### config.mk
export PLATFORM = sky130hd
export DESIGN_NAME = hazard_unit_p_flat
export DESIGN_NICKNAME = d
export VERILOG_FILES = /design/src/rtl/hazard_pkg.sv /design/src/rtl/hazard_unit_p_if.sv /design/src/rtl/hzd_wb_history.sv /design/src/rtl/hazard_unit_p.sv /design/src/flat_wrapper.sv
export SDC_FILE = /design/constraint.sdc
export NUM_CORES = 1
export LEC_CHECK = 0
export CORE_AREA = 2 2 189 191
export DETAILED_ROUTE_END_ITERATION = 8
export DIE_AREA = 0 0 191 193
export DONT_BUFFER_PORTS = 1
export PLACE_DENSITY = 0.37
export SETUP_SLACK_MARGIN = 0.02
export SKIP_CTS_REPAIR_TIMING = 1
export SYNTH_ARGS = -nofsm -noshare
export SYNTH_HDL_FRONTEND = slang
export SYNTH_SLANG_ARGS = --single-unit
### constraint.sdc
create_clock -name Clk -period 5.4 [get_ports Clk]
set_input_delay 1.08 -clock Clk [delete_from_list [all_inputs] [get_ports Clk]]
set_output_delay 1.08 -clock Clk [all_outputs]
set_load 0.02 [all_outputs]
### src/rtl/hazard_pkg.sv
// Shared defaults and the register-match rule for the hazard unit.
package hazard_pkg;
   localparam int DATA_W_D     = 32;
   localparam int REG_AW_D     = 5;
   localparam int HIST_DEPTH_D = 2;
   localparam int MUL_LAT_D    = 5;
   localparam int DIV_LAT_D    = 10;
   localparam int CNT_W_D      = 16;
   localparam int MAX_AW       = 16;

   // $0 is hardwired, so a zero destination never produces a match.
   function automatic logic match(input logic [MAX_AW-1:0] a, input logic [MAX_AW-1:0] b);
      return (a == b) && (b != '0);
   endfunction
endpackage

### src/rtl/hazard_unit_p_if.sv
// Pipeline-side bundle of the hazard unit: operands, results and control outputs.
interface hazard_unit_p_if import hazard_pkg::*; #(
   parameter int DATA_W = DATA_W_D,
   parameter int REG_AW = REG_AW_D,
   parameter int CNT_W  = CNT_W_D
);
   logic [REG_AW-1:0] A1D, A2D, A1E, A2E, A3E, A3M, A2M, A3W;
   logic [DATA_W-1:0] RD1D, RD2D, RD1E, RD2E, WDE, WDM, RD2M, WDW;
   logic              D1Use, D2Use, E1Use, E2Use, RdyE, RdyM;
   logic              MDStart, MDIsDiv, MDUseD;
   logic [DATA_W-1:0] ForwardD1, ForwardD2, ForwardE1, ForwardE2, ForwardM2;
   logic              PCEn, DRegEn, ERegEn, ERegFlush, MRegFlush, MDBusy;
   logic [CNT_W-1:0]  StallCnt;

   modport slave (
      input  A1D, A2D, A1E, A2E, A3E, A3M, A2M, A3W,
             RD1D, RD2D, RD1E, RD2E, WDE, WDM, RD2M, WDW,
             D1Use, D2Use, E1Use, E2Use, RdyE, RdyM, MDStart, MDIsDiv, MDUseD,
      output ForwardD1, ForwardD2, ForwardE1, ForwardE2, ForwardM2,
             PCEn, DRegEn, ERegEn, ERegFlush, MRegFlush, MDBusy, StallCnt
   );
   modport master (
      output A1D, A2D, A1E, A2E, A3E, A3M, A2M, A3W,
             RD1D, RD2D, RD1E, RD2E, WDE, WDM, RD2M, WDW,
             D1Use, D2Use, E1Use, E2Use, RdyE, RdyM, MDStart, MDIsDiv, MDUseD,
      input  ForwardD1, ForwardD2, ForwardE1, ForwardE2, ForwardM2,
             PCEn, DRegEn, ERegEn, ERegFlush, MRegFlush, MDBusy, StallCnt
   );
endinterface

### src/rtl/hzd_wb_history.sv
// Shift register of recent write-backs; entry 0 is the newest.
module hzd_wb_history #(
   parameter int HIST_DEPTH = 2,
   parameter int REG_AW     = 5,
   parameter int DATA_W     = 32
)(
   input  logic                              Clk,
   input  logic                              Reset,
   input  logic [REG_AW-1:0]                 a3w,
   input  logic [DATA_W-1:0]                 wdw,
   output logic [HIST_DEPTH-1:0][REG_AW-1:0] hist_a,
   output logic [HIST_DEPTH-1:0][DATA_W-1:0] hist_d
);
   // Shifts unconditionally: W retires its result whether or not earlier stages stall.
   always_ff @(posedge Clk) begin
      if (Reset) begin
         hist_a <= '0;
         hist_d <= '0;
      end else begin
         hist_a[0] <= a3w;
         hist_d[0] <= wdw;
         for (int i = 1; i < HIST_DEPTH; i++) begin
            hist_a[i] <= hist_a[i-1];
            hist_d[i] <= hist_d[i-1];
         end
      end
   end
endmodule

### src/rtl/hazard_unit_p.sv
// Pipeline hazard unit: operand forwarding, load/MD stall control and stall statistics.
module hazard_unit_p import hazard_pkg::*; #(
   parameter int DATA_W     = DATA_W_D,
   parameter int REG_AW     = REG_AW_D,
   parameter int HIST_DEPTH = HIST_DEPTH_D,
   parameter int MUL_LAT    = MUL_LAT_D,
   parameter int DIV_LAT    = DIV_LAT_D,
   parameter int CNT_W      = CNT_W_D
)(
   input  logic           Clk,
   input  logic           Reset,
   hazard_unit_p_if.slave hif
);
   localparam int MD_MAX = (MUL_LAT > DIV_LAT) ? MUL_LAT : DIV_LAT;
   localparam int MD_W   = $clog2(MD_MAX + 1);

   logic [HIST_DEPTH-1:0][REG_AW-1:0] hist_a;
   logic [HIST_DEPTH-1:0][DATA_W-1:0] hist_d;
   logic [DATA_W-1:0] fwd_e1, fwd_e2, fwd_m2;
   logic [MD_W-1:0]   md_cnt;
   logic [CNT_W-1:0]  stall_cnt;
   logic              md_busy, stall_e, stall_d, stall_d_raw, pc_en;
   logic              d1e, d2e, d1m, d2m;

   function automatic logic m(input logic [REG_AW-1:0] a, input logic [REG_AW-1:0] b);
      return match(MAX_AW'(a), MAX_AW'(b));
   endfunction

   hzd_wb_history #(.HIST_DEPTH(HIST_DEPTH), .REG_AW(REG_AW), .DATA_W(DATA_W)) u_hist (
      .Clk(Clk), .Reset(Reset), .a3w(hif.A3W), .wdw(hif.WDW),
      .hist_a(hist_a), .hist_d(hist_d)
   );

   assign hif.ForwardD1 = m(hif.A1D, hif.A3E) ? hif.WDE : m(hif.A1D, hif.A3M) ? hif.WDM : hif.RD1D;
   assign hif.ForwardD2 = m(hif.A2D, hif.A3E) ? hif.WDE : m(hif.A2D, hif.A3M) ? hif.WDM : hif.RD2D;

   // Lowest priority applied first so newer sources overwrite older ones.
   always_comb begin
      fwd_e1 = hif.RD1E;
      fwd_e2 = hif.RD2E;
      fwd_m2 = hif.RD2M;
      for (int i = HIST_DEPTH - 1; i >= 0; i--) begin
         if (m(hif.A1E, hist_a[i])) fwd_e1 = hist_d[i];
         if (m(hif.A2E, hist_a[i])) fwd_e2 = hist_d[i];
      end
      if (m(hif.A2M, hist_a[0])) fwd_m2 = hist_d[0];
      if (m(hif.A1E, hif.A3W))   fwd_e1 = hif.WDW;
      if (m(hif.A2E, hif.A3W))   fwd_e2 = hif.WDW;
      if (m(hif.A2M, hif.A3W))   fwd_m2 = hif.WDW;
      if (m(hif.A1E, hif.A3M))   fwd_e1 = hif.WDM;
      if (m(hif.A2E, hif.A3M))   fwd_e2 = hif.WDM;
   end

   assign hif.ForwardE1 = fwd_e1;
   assign hif.ForwardE2 = fwd_e2;
   assign hif.ForwardM2 = fwd_m2;

   assign stall_e = !hif.RdyM & ((hif.E1Use & m(hif.A1E, hif.A3M)) |
                                 (hif.E2Use & m(hif.A2E, hif.A3M)));

   // An E match shadows an M match for the same source: E holds the newer value.
   assign d1e = hif.D1Use & m(hif.A1D, hif.A3E);
   assign d2e = hif.D2Use & m(hif.A2D, hif.A3E);
   assign d1m = hif.D1Use & m(hif.A1D, hif.A3M) & !m(hif.A1D, hif.A3E);
   assign d2m = hif.D2Use & m(hif.A2D, hif.A3M) & !m(hif.A2D, hif.A3E);

   assign stall_d_raw = ((d1e | d2e) & !hif.RdyE) | ((d1m | d2m) & !hif.RdyM) |
                        (hif.MDUseD & (hif.MDStart | md_busy));
   assign stall_d     = stall_d_raw & !stall_e;
   assign pc_en       = !(stall_d | stall_e);

   assign hif.PCEn      = pc_en;
   assign hif.DRegEn    = pc_en;
   assign hif.ERegEn    = !stall_e;
   assign hif.ERegFlush = stall_d;
   assign hif.MRegFlush = stall_e;
   assign hif.MDBusy    = md_busy;
   assign hif.StallCnt  = stall_cnt;
   assign md_busy       = (md_cnt != '0);

   // An issue held in E by a stall is re-presented later, so only a moving E loads.
   always_ff @(posedge Clk) begin
      if (Reset)
         md_cnt <= '0;
      else if (hif.MDStart && !stall_e)
         md_cnt <= hif.MDIsDiv ? MD_W'(DIV_LAT) : MD_W'(MUL_LAT);
      else if (md_busy)
         md_cnt <= md_cnt - MD_W'(1);
   end

   always_ff @(posedge Clk) begin
      if (Reset)
         stall_cnt <= '0;
      else if (!pc_en && stall_cnt != '1)
         stall_cnt <= stall_cnt + CNT_W'(1);
   end
endmodule

### src/flat_wrapper.sv
// flat-port wrapper written by rule: the top's interface ports become plain ports
module hazard_unit_p_flat import hazard_pkg::*;
#(
   parameter int DATA_W     = DATA_W_D,
   parameter int REG_AW     = REG_AW_D,
   parameter int HIST_DEPTH = HIST_DEPTH_D,
   parameter int MUL_LAT    = MUL_LAT_D,
   parameter int DIV_LAT    = DIV_LAT_D,
   parameter int CNT_W      = CNT_W_D
)
  (Clk, Reset, hif_A1D, hif_A2D, hif_A1E, hif_A2E, hif_A3E, hif_A3M, hif_A2M, hif_A3W, hif_RD1D, hif_RD2D, hif_RD1E, hif_RD2E, hif_WDE, hif_WDM, hif_RD2M, hif_WDW, hif_D1Use, hif_D2Use, hif_E1Use, hif_E2Use, hif_RdyE, hif_RdyM, hif_MDStart, hif_MDIsDiv, hif_MDUseD, hif_ForwardD1, hif_ForwardD2, hif_ForwardE1, hif_ForwardE2, hif_ForwardM2, hif_PCEn, hif_DRegEn, hif_ERegEn, hif_ERegFlush, hif_MRegFlush, hif_MDBusy, hif_StallCnt);
  hazard_unit_p_if #(.DATA_W(DATA_W), .REG_AW(REG_AW), .CNT_W(CNT_W)) hif_i ();
  input  logic Clk;
  input  logic Reset;
  input wire logic [$bits(hif_i.A1D)-1:0] hif_A1D;
  input wire logic [$bits(hif_i.A2D)-1:0] hif_A2D;
  input wire logic [$bits(hif_i.A1E)-1:0] hif_A1E;
  input wire logic [$bits(hif_i.A2E)-1:0] hif_A2E;
  input wire logic [$bits(hif_i.A3E)-1:0] hif_A3E;
  input wire logic [$bits(hif_i.A3M)-1:0] hif_A3M;
  input wire logic [$bits(hif_i.A2M)-1:0] hif_A2M;
  input wire logic [$bits(hif_i.A3W)-1:0] hif_A3W;
  input wire logic [$bits(hif_i.RD1D)-1:0] hif_RD1D;
  input wire logic [$bits(hif_i.RD2D)-1:0] hif_RD2D;
  input wire logic [$bits(hif_i.RD1E)-1:0] hif_RD1E;
  input wire logic [$bits(hif_i.RD2E)-1:0] hif_RD2E;
  input wire logic [$bits(hif_i.WDE)-1:0] hif_WDE;
  input wire logic [$bits(hif_i.WDM)-1:0] hif_WDM;
  input wire logic [$bits(hif_i.RD2M)-1:0] hif_RD2M;
  input wire logic [$bits(hif_i.WDW)-1:0] hif_WDW;
  input wire logic [$bits(hif_i.D1Use)-1:0] hif_D1Use;
  input wire logic [$bits(hif_i.D2Use)-1:0] hif_D2Use;
  input wire logic [$bits(hif_i.E1Use)-1:0] hif_E1Use;
  input wire logic [$bits(hif_i.E2Use)-1:0] hif_E2Use;
  input wire logic [$bits(hif_i.RdyE)-1:0] hif_RdyE;
  input wire logic [$bits(hif_i.RdyM)-1:0] hif_RdyM;
  input wire logic [$bits(hif_i.MDStart)-1:0] hif_MDStart;
  input wire logic [$bits(hif_i.MDIsDiv)-1:0] hif_MDIsDiv;
  input wire logic [$bits(hif_i.MDUseD)-1:0] hif_MDUseD;
  output wire logic [$bits(hif_i.ForwardD1)-1:0] hif_ForwardD1;
  output wire logic [$bits(hif_i.ForwardD2)-1:0] hif_ForwardD2;
  output wire logic [$bits(hif_i.ForwardE1)-1:0] hif_ForwardE1;
  output wire logic [$bits(hif_i.ForwardE2)-1:0] hif_ForwardE2;
  output wire logic [$bits(hif_i.ForwardM2)-1:0] hif_ForwardM2;
  output wire logic [$bits(hif_i.PCEn)-1:0] hif_PCEn;
  output wire logic [$bits(hif_i.DRegEn)-1:0] hif_DRegEn;
  output wire logic [$bits(hif_i.ERegEn)-1:0] hif_ERegEn;
  output wire logic [$bits(hif_i.ERegFlush)-1:0] hif_ERegFlush;
  output wire logic [$bits(hif_i.MRegFlush)-1:0] hif_MRegFlush;
  output wire logic [$bits(hif_i.MDBusy)-1:0] hif_MDBusy;
  output wire logic [$bits(hif_i.StallCnt)-1:0] hif_StallCnt;
  assign hif_i.A1D = hif_A1D;
  assign hif_i.A2D = hif_A2D;
  assign hif_i.A1E = hif_A1E;
  assign hif_i.A2E = hif_A2E;
  assign hif_i.A3E = hif_A3E;
  assign hif_i.A3M = hif_A3M;
  assign hif_i.A2M = hif_A2M;
  assign hif_i.A3W = hif_A3W;
  assign hif_i.RD1D = hif_RD1D;
  assign hif_i.RD2D = hif_RD2D;
  assign hif_i.RD1E = hif_RD1E;
  assign hif_i.RD2E = hif_RD2E;
  assign hif_i.WDE = hif_WDE;
  assign hif_i.WDM = hif_WDM;
  assign hif_i.RD2M = hif_RD2M;
  assign hif_i.WDW = hif_WDW;
  assign hif_i.D1Use = hif_D1Use;
  assign hif_i.D2Use = hif_D2Use;
  assign hif_i.E1Use = hif_E1Use;
  assign hif_i.E2Use = hif_E2Use;
  assign hif_i.RdyE = hif_RdyE;
  assign hif_i.RdyM = hif_RdyM;
  assign hif_i.MDStart = hif_MDStart;
  assign hif_i.MDIsDiv = hif_MDIsDiv;
  assign hif_i.MDUseD = hif_MDUseD;
  assign hif_ForwardD1 = hif_i.ForwardD1;
  assign hif_ForwardD2 = hif_i.ForwardD2;
  assign hif_ForwardE1 = hif_i.ForwardE1;
  assign hif_ForwardE2 = hif_i.ForwardE2;
  assign hif_ForwardM2 = hif_i.ForwardM2;
  assign hif_PCEn = hif_i.PCEn;
  assign hif_DRegEn = hif_i.DRegEn;
  assign hif_ERegEn = hif_i.ERegEn;
  assign hif_ERegFlush = hif_i.ERegFlush;
  assign hif_MRegFlush = hif_i.MRegFlush;
  assign hif_MDBusy = hif_i.MDBusy;
  assign hif_StallCnt = hif_i.StallCnt;
  hazard_unit_p #(.DATA_W(DATA_W), .REG_AW(REG_AW), .HIST_DEPTH(HIST_DEPTH), .MUL_LAT(MUL_LAT), .DIV_LAT(DIV_LAT), .CNT_W(CNT_W)) u_core (.Clk(Clk), .Reset(Reset), .hif(hif_i));
endmodule
==> flow_summary_export.csv, run 1 <==
group,metric,value,unit
status,run_status,"finished clean",
setup_path,worst-setup-path-type,"in2out",
synth,ys.warnings.count,0,
global_route,largest_net_degree_at_the_start_of_global_routing,105,
synth,post_synth_num_cell_types,46,
die,die_x,191,um
timing,min_period_over_period,83.4,%
global_route,antenna_found_initial,3,
cells_and_area,fin_cells,1594,
setup_path,worst-path-max-fanout,16,
drt,drt-total-wl,38400,um
clock_tree,htree_levels,3,
global_route,grt.total_usage,19.5,%
setup_path,crit_slowest_cell,"sky130_fd_sc_hd__nor2_4",
clock_tree,cts_tree,"yes",
clock_tree,clk_latency,370,ps
drt,route.detailed.drc,0,
setup_path,cp_slowest_stage_delay,730,ps
synth,synth_top_cells_by_area,"sky130_fd_sc_hd__dfxtp_1 (22%), sky130_fd_sc_hd__mux2i_1 (19%), sky130_fd_sc_hd__o21ai_0 (8.1%), sky130_fd_sc_hd__nand2_1 (7.7%), sky130_fd_sc_hd__nor2b_1 (6.0%)",
power,total_leakage_power,0.00287,uW
synth,synth_async_sr_flop_share,0,%
global_route,via_count_of_the_first_global_routing_pass,7677,
timing,worst_slew_pin_slew,1010,ps
global_route,grt-ovfl-total,0,
cells_and_area,layout.nets,1435,
timing,hold_viol_final,0,
timing,fmaxAchievable,222,MHz
placement,place_congestion,0.808,
timing,post-route-min-period,4510,ps
placement,placedInstanceArea,9060,um2
drt,drt_iter0_drc,380,
clock_tree,ctsLongestPathBuffers,2,
timing,maxSlewViolCount,0,
setup_path,critical_path.startpoint_type,"primary input",
synth,synth.net_count,1478,
clock_tree,cts-root-buf,"sky130_fd_sc_hd__clkbuf_16",
setup_path,crit_chain,"xor2_1 > nor3_1 > nand3_1 > nor2_4 > buf_4 > mux2i_1 > o21ai_0",
drt,via_per_inst,5.08,
timing,skew,14.0,ps
die,std_cell_rows,69,
drt,drt.antenna.violating_nets,0,
synth,synth.yosys.seq_area_share,22.2,%
synth,synth_largest_area_cell,"sky130_fd_sc_hd__dfxtp_1",
placement,placedCellCount,1575,
cells_and_area,syn2layout_area_growth,10.6,%
synth,ys_ff_latch,94,
die,io_pins,489,
setup_path,setup.worst_path.end_class,"output pin",
synth,synth_cell_area,8460,um2
timing,number_of_setup_violations_in_the_final_report,0,
synth,postSynth.topFlopCell,"sky130_fd_sc_hd__dfxtp_1",
flow_run,drv_cap,0,
clock_tree,tritoncts.num_buffers,9,
power,power.ir.vdd_worst,116,uV
die,die-area,36900,um2
synth,post_synth_inst_count,1168,
die,core_area,35000,um2
placement,detailedPlacementHpwl,29800,um
setup_path,critPathArrivalTime,3430,ps
global_route,grt_pass1_wl,52700,um
drt,post_drt_wl_per_cell,24.1,um
cells_and_area,fin_area,9360,um2
synth,number_of_flops_mapped_to_enable_cells_by_yosys,0,
placement,buffer_ports.inserted,0,
synth,synthDominantCellAreaShare,22.2,%
power,post-layout-total-power,2020,uW
timing,setup_repair_after_global_routing_missed_its_margin,"no",
drt,drt_first_pass_iters,5,
timing,timing.setup.tns,0,ps
die,initial_core_util,24.2,%
synth,yosysMostFrequentCell,"sky130_fd_sc_hd__nand2_1",
hold_path,min_path_type,"reg2reg",
cells_and_area,final_core_util,26.8,%
cells_and_area,drive_gt1_share,7.08,%
synth,avgSynthCellArea,7.25,um2
drt,vias,8090,
clock_tree,worst_setup_hold_path_clk_slew,70,ps
timing,worst_case_headroom_to_the_max_slew_limit,32.4,%
clock_tree,clkSinkCount,94,
cells_and_area,fillCellCount,3886,
setup_path,required_time_worst_endpoint,4320,ps
die,fp.dieH,193,um
power,power_density,216,nW/um2
synth,commonest_cells_post_synth,"sky130_fd_sc_hd__nand2_1 (173), sky130_fd_sc_hd__mux2i_1 (161), sky130_fd_sc_hd__o21ai_0 (137)",
[power by group]
group / leakage (uW) / internal [uW] / switching [uW] / total (uW)
combinational: 0.00196 / 196 / 409 / 605
sequential: 0.000775 / 725 / 34.3 / 759
clock: 0.000137 / 324 / 332 / 656
total: 0.00287 / 1250 / 775 / 2020
[through the flow]
step                hold slack (ps)  setup slack (ps)
floorplan                       474              1430
global placement                488               890
detailed placement              490               884
CTS                             500               878
global route                    521               711
finish                          499               895
[per-layer routing]
metal	wire length, um	up-vias	part of all wire [%]	GRT usage [%]
met5	13	-	0.034	0
met4	675	2	1.8	6.17
met3	3200	31	8.3	5.57
met2	19000	303	49	34.2
met1	15600	3756	40	22.8
li1	-	3998	-	-
[state kept, by name (all words and copies together), names as in the netlist]
signal and count:
u_core.u_hist.hist_d 64, u_core.hif.StallCnt 16, u_core.u_hist.hist_a 10, u_core.md_cnt 4
[cell families (layout without fill, tap and decap cells)]
logic type / Yosys count / after routing / synth area share [%]
AND/OR/NAND/NOR: 415 / 415 / 23.3
flip-flops: 94 / 94 / 22.2
XOR/XNOR: 74 / 74 / 7.66
other: 0 / 3 / 0
multiplexers: 169 / 169 / 20.2
AO/OA/AOI/OAI: 315 / 315 / 21.3
buffers and inverters: 98 / 60 / 4.86
adder cells (fa/ha/maj): 3 / 3 / 0.444
[layout make-up]
class	count	area (um2)	area share, %
Multi-Input combinational cell	976	6240	66.6
Sequential cell	94	1880	20.1
Tap cell	461	577	6.16
Timing Repair Buffer	37	340	3.64
Clock buffer	9	225	2.41
Clock inverter	7	63.8	0.682
Inverter	7	26.3	0.281
Antenna cell	3	7.51	0.0802
[worst paths after layout]
path | from | end | slack (ps) | cells past startpoint
worst max-delay path | hif_A3M[1] | hif_ForwardD2[10] | 890 | 7
worst min-delay path | u_core.u_hist.hist_d[17] | u_core.u_hist.hist_d[49] | 500 | 1
worst max register to register | u_core.md_cnt[0] | u_core.hif.StallCnt[6] | 3040 | 8
worst min register to register | u_core.u_hist.hist_d[17] | u_core.u_hist.hist_d[49] | 500 | 1
[critical path: cells and delay by family]
kind,cells,cell delay (ps)
buf+inv,1,340
mux,1,100
xor+xnor,1,140
compound gates,1,530
simple gates,3,1230
[cell usage in the layout, fill, tap and decap left out, drive strengths merged, types with 2 or more instances in the layout]
cell and instances:
dfxtp 94, diode 3, inv 11, clkinvlp 2, o21ai 163, or4 5
a211oi 66, a31o 2, clkbuf 9, or3 4, nor2b 81, a21o 2
nand2b 4, xor2 38, nand2 173, nand4 7, nor2 89, ha 3
and2 3, xnor2 36, nand3 24, and3 4, buf 37, mux2 8
nor4 7, nor3 13, mux2i 161, a21oi 76
Power figures use the tool's default switching activity.
==> run 2, diff against run 1 <==
- CORE_AREA: 2 2 189 191 -> 2 2 191 193
- DIE_AREA: 0 0 191 193 -> 0 0 193 195
- PLACE_DENSITY: 0.37 -> 0.36
- clock period: 5.4 -> 4.4 ns (I/O delays scaled with it)
==> run 2 against run 1 <==
Against the previous run:
- routed wire length increased by 1.1%
- first-iteration DRC count shrank 14%
- combinational power is 45% higher
- sequential share of layout area fell by 1.6 points
- worst hold slack gained 1.1 ps
- sequential power grew 23%
- final cell count increased by 6.5%
- final area increased by 8.9%
- power grew 35%
- die area is 2.1% higher
- flip-flop and latch count did not move
- highest routed layer is now met4
==> flow_summary_export.csv, run 2 (synthesis results as in run 1) <==
group,metric,value,unit
status,run_status,"finished clean",
timing,hold_viol_final,0,
cells_and_area,syn2layout_area_growth,20.4,%
timing,fmaxAchievable,253,MHz
global_route,via_count_of_the_first_global_routing_pass,7989,
power,total_leakage_power,0.00341,uW
setup_path,worst-setup-path-type,"in2out",
setup_path,critical-path-top-cell-by-count,"sky130_fd_sc_hd__buf_4",
power,power_density,268,nW/um2
placement,placedInstanceArea,9850,um2
setup_path,critPathArrivalTime,3070,ps
placement,detailedPlacementHpwl,30500,um
clock_tree,clk_latency,370,ps
setup_path,required_time_worst_endpoint,3520,ps
cells_and_area,regMostFlops,"u_core.u_hist.hist_d",
clock_tree,worst_setup_hold_path_clk_slew,70,ps
die,io_pins,489,
setup_path,crit_slowest_cell,"sky130_fd_sc_hd__nor3_4",
timing,number_of_setup_violations_in_the_final_report,0,
timing,min_period_over_period,89.8,%
setup_path,crit_chain,"xnor2_1 > nand3_1 > nor3_4 > buf_4 > nand2_1 > o21ai_0 > buf_4",
timing,skew,10.1,ps
global_route,grt_pass1_wl,54400,um
die,std_cell_rows,69,
clock_tree,tritoncts.num_buffers,9,
cells_and_area,largest_register_ffs,64,
clock_tree,htree_levels,3,
drt,drt_iter0_drc,325,
placement,buffer_ports.inserted,0,
timing,maxSlewViolCount,0,
clock_tree,clkSinkCount,94,
die,core_area,35400,um2
timing,worst_slew_pin_slew,1190,ps
global_route,antenna_found_initial,1,
drt,drt_first_pass_iters,5,
die,die_x,193,um
timing,worst_case_headroom_to_the_max_slew_limit,20.2,%
drt,route.detailed.drc,0,
setup_path,setup.worst_path.end_class,"output pin",
die,fp.dieH,195,um
drt,via_per_inst,4.93,
timing,post-route-min-period,3950,ps
clock_tree,ctsLongestPathBuffers,2,
cells_and_area,layout.cells.most_common_list,"sky130_fd_sc_hd__nand2_1 (173), sky130_fd_sc_hd__mux2i_1 (161), sky130_fd_sc_hd__buf_4 (139)",
die,die-area,37600,um2
die,initial_core_util,23.9,%
cells_and_area,final_common_cell,"sky130_fd_sc_hd__nand2_1",
global_route,grt-ovfl-total,0,
setup_path,critical_path.startpoint_type,"primary input",
clock_tree,cts-root-buf,"sky130_fd_sc_hd__clkbuf_16",
cells_and_area,layout.nets,1541,
timing,setup_repair_after_global_routing_missed_its_margin,"no",
drt,drt.antenna.violating_nets,0,
global_route,largest_net_degree_at_the_start_of_global_routing,105,
placement,place_congestion,0.824,
cells_and_area,drive_gt1_share,15.0,%
global_route,grt.total_usage,19.5,%
setup_path,cp_slowest_stage_delay,970,ps
setup_path,worst-path-max-fanout,44,
drt,post_drt_wl_per_cell,22.9,um
clock_tree,cts_tree,"yes",
power,power.ir.vdd_worst,160,uV
timing,timing.setup.tns,0,ps
drt,drt-total-wl,38900,um
flow_run,drv_cap,0,
drt,vias,8375,
cells_and_area,fin_area,10200,um2
hold_path,min_path_type,"reg2reg",
[run 2: changes by cell type in the layout (fill, tap and decap cells not counted), sizes merged]
cell	delta
buf	+106
bufinv	+2
diode	-2
clkinvlp	-1
inv	-1
[run 2: final cells by class]
type                       count  area, um2
antenna                        1       2.50
clock buffer                   9        225
clock inverter                 7        115
fill                        3943      25200
inverter                       7       26.3
multi-input combinational    976       6240
sequential                    94       1880
tap                          461        577
timing repair buffer         143       1120
[run 2: power breakdown]
part,internal (uW),switching (uW)
sequential,890,42.6
clock,514,404
combinational,352,526
total,1760,972
[run 2: stage by stage]
step | hold slack [ps] | power, uW | instances | utilization, % | setup WS [ps]
final | 500 | 2730 | 1698 | 28.8 | 450
after global routing | 521 | 2880 | 1697 | 28.8 | 195
after CTS | 499 | 2780 | 1697 | 28.8 | 385
after detailed placement | 487 | 1840 | 1681 | 27.8 | 386
after global placement | 489 | 1840 | 1681 | 27.8 | 425
after floorplan | 474 | 1560 | 1168 | - | 832
[run 2: critical path, delay by kind of cell]
family	cells	cell delay (ps)
and+or+nand+nor	3	1230
buffers and inverters	2	710
xor gates and xnor gates	1	130
AOI/OAI and AO/OA	1	100
[run 2: path summary, 6_finish.rpt]
kind | from | endpoint | slack, ps | depth (start not counted)
hold / removal | u_core.u_hist.hist_d[8] | u_core.u_hist.hist_d[40] | 500 | 1
setup / recovery | hif_A3E[4] | hif_ForwardD2[11] | 450 | 7
setup reg to reg | u_core.md_cnt[0] | u_core.hif.StallCnt[4] | 2020 | 8
hold reg to reg | u_core.u_hist.hist_d[8] | u_core.u_hist.hist_d[40] | 500 | 1
[run 2: routing by layer]
| layer | global-route usage (%) | up-vias | routed length [um] |
|---|---|---|---|
| li1 | - | 4221 | - |
| met1 | 22.0 | 3822 | 15200 |
| met2 | 35.0 | 301 | 19300 |
| met3 | 6.78 | 31 | 3650 |
| met4 | 4.60 | 0 | 730 |
| met5 | 0 | - | 0 |
==> run 3, diff against run 2 <==
- TNS_END_PERCENT: not set -> 1
==> results of run 3 <==
Same layout as run 2: the final DEF is identical, and so are final timing and power.
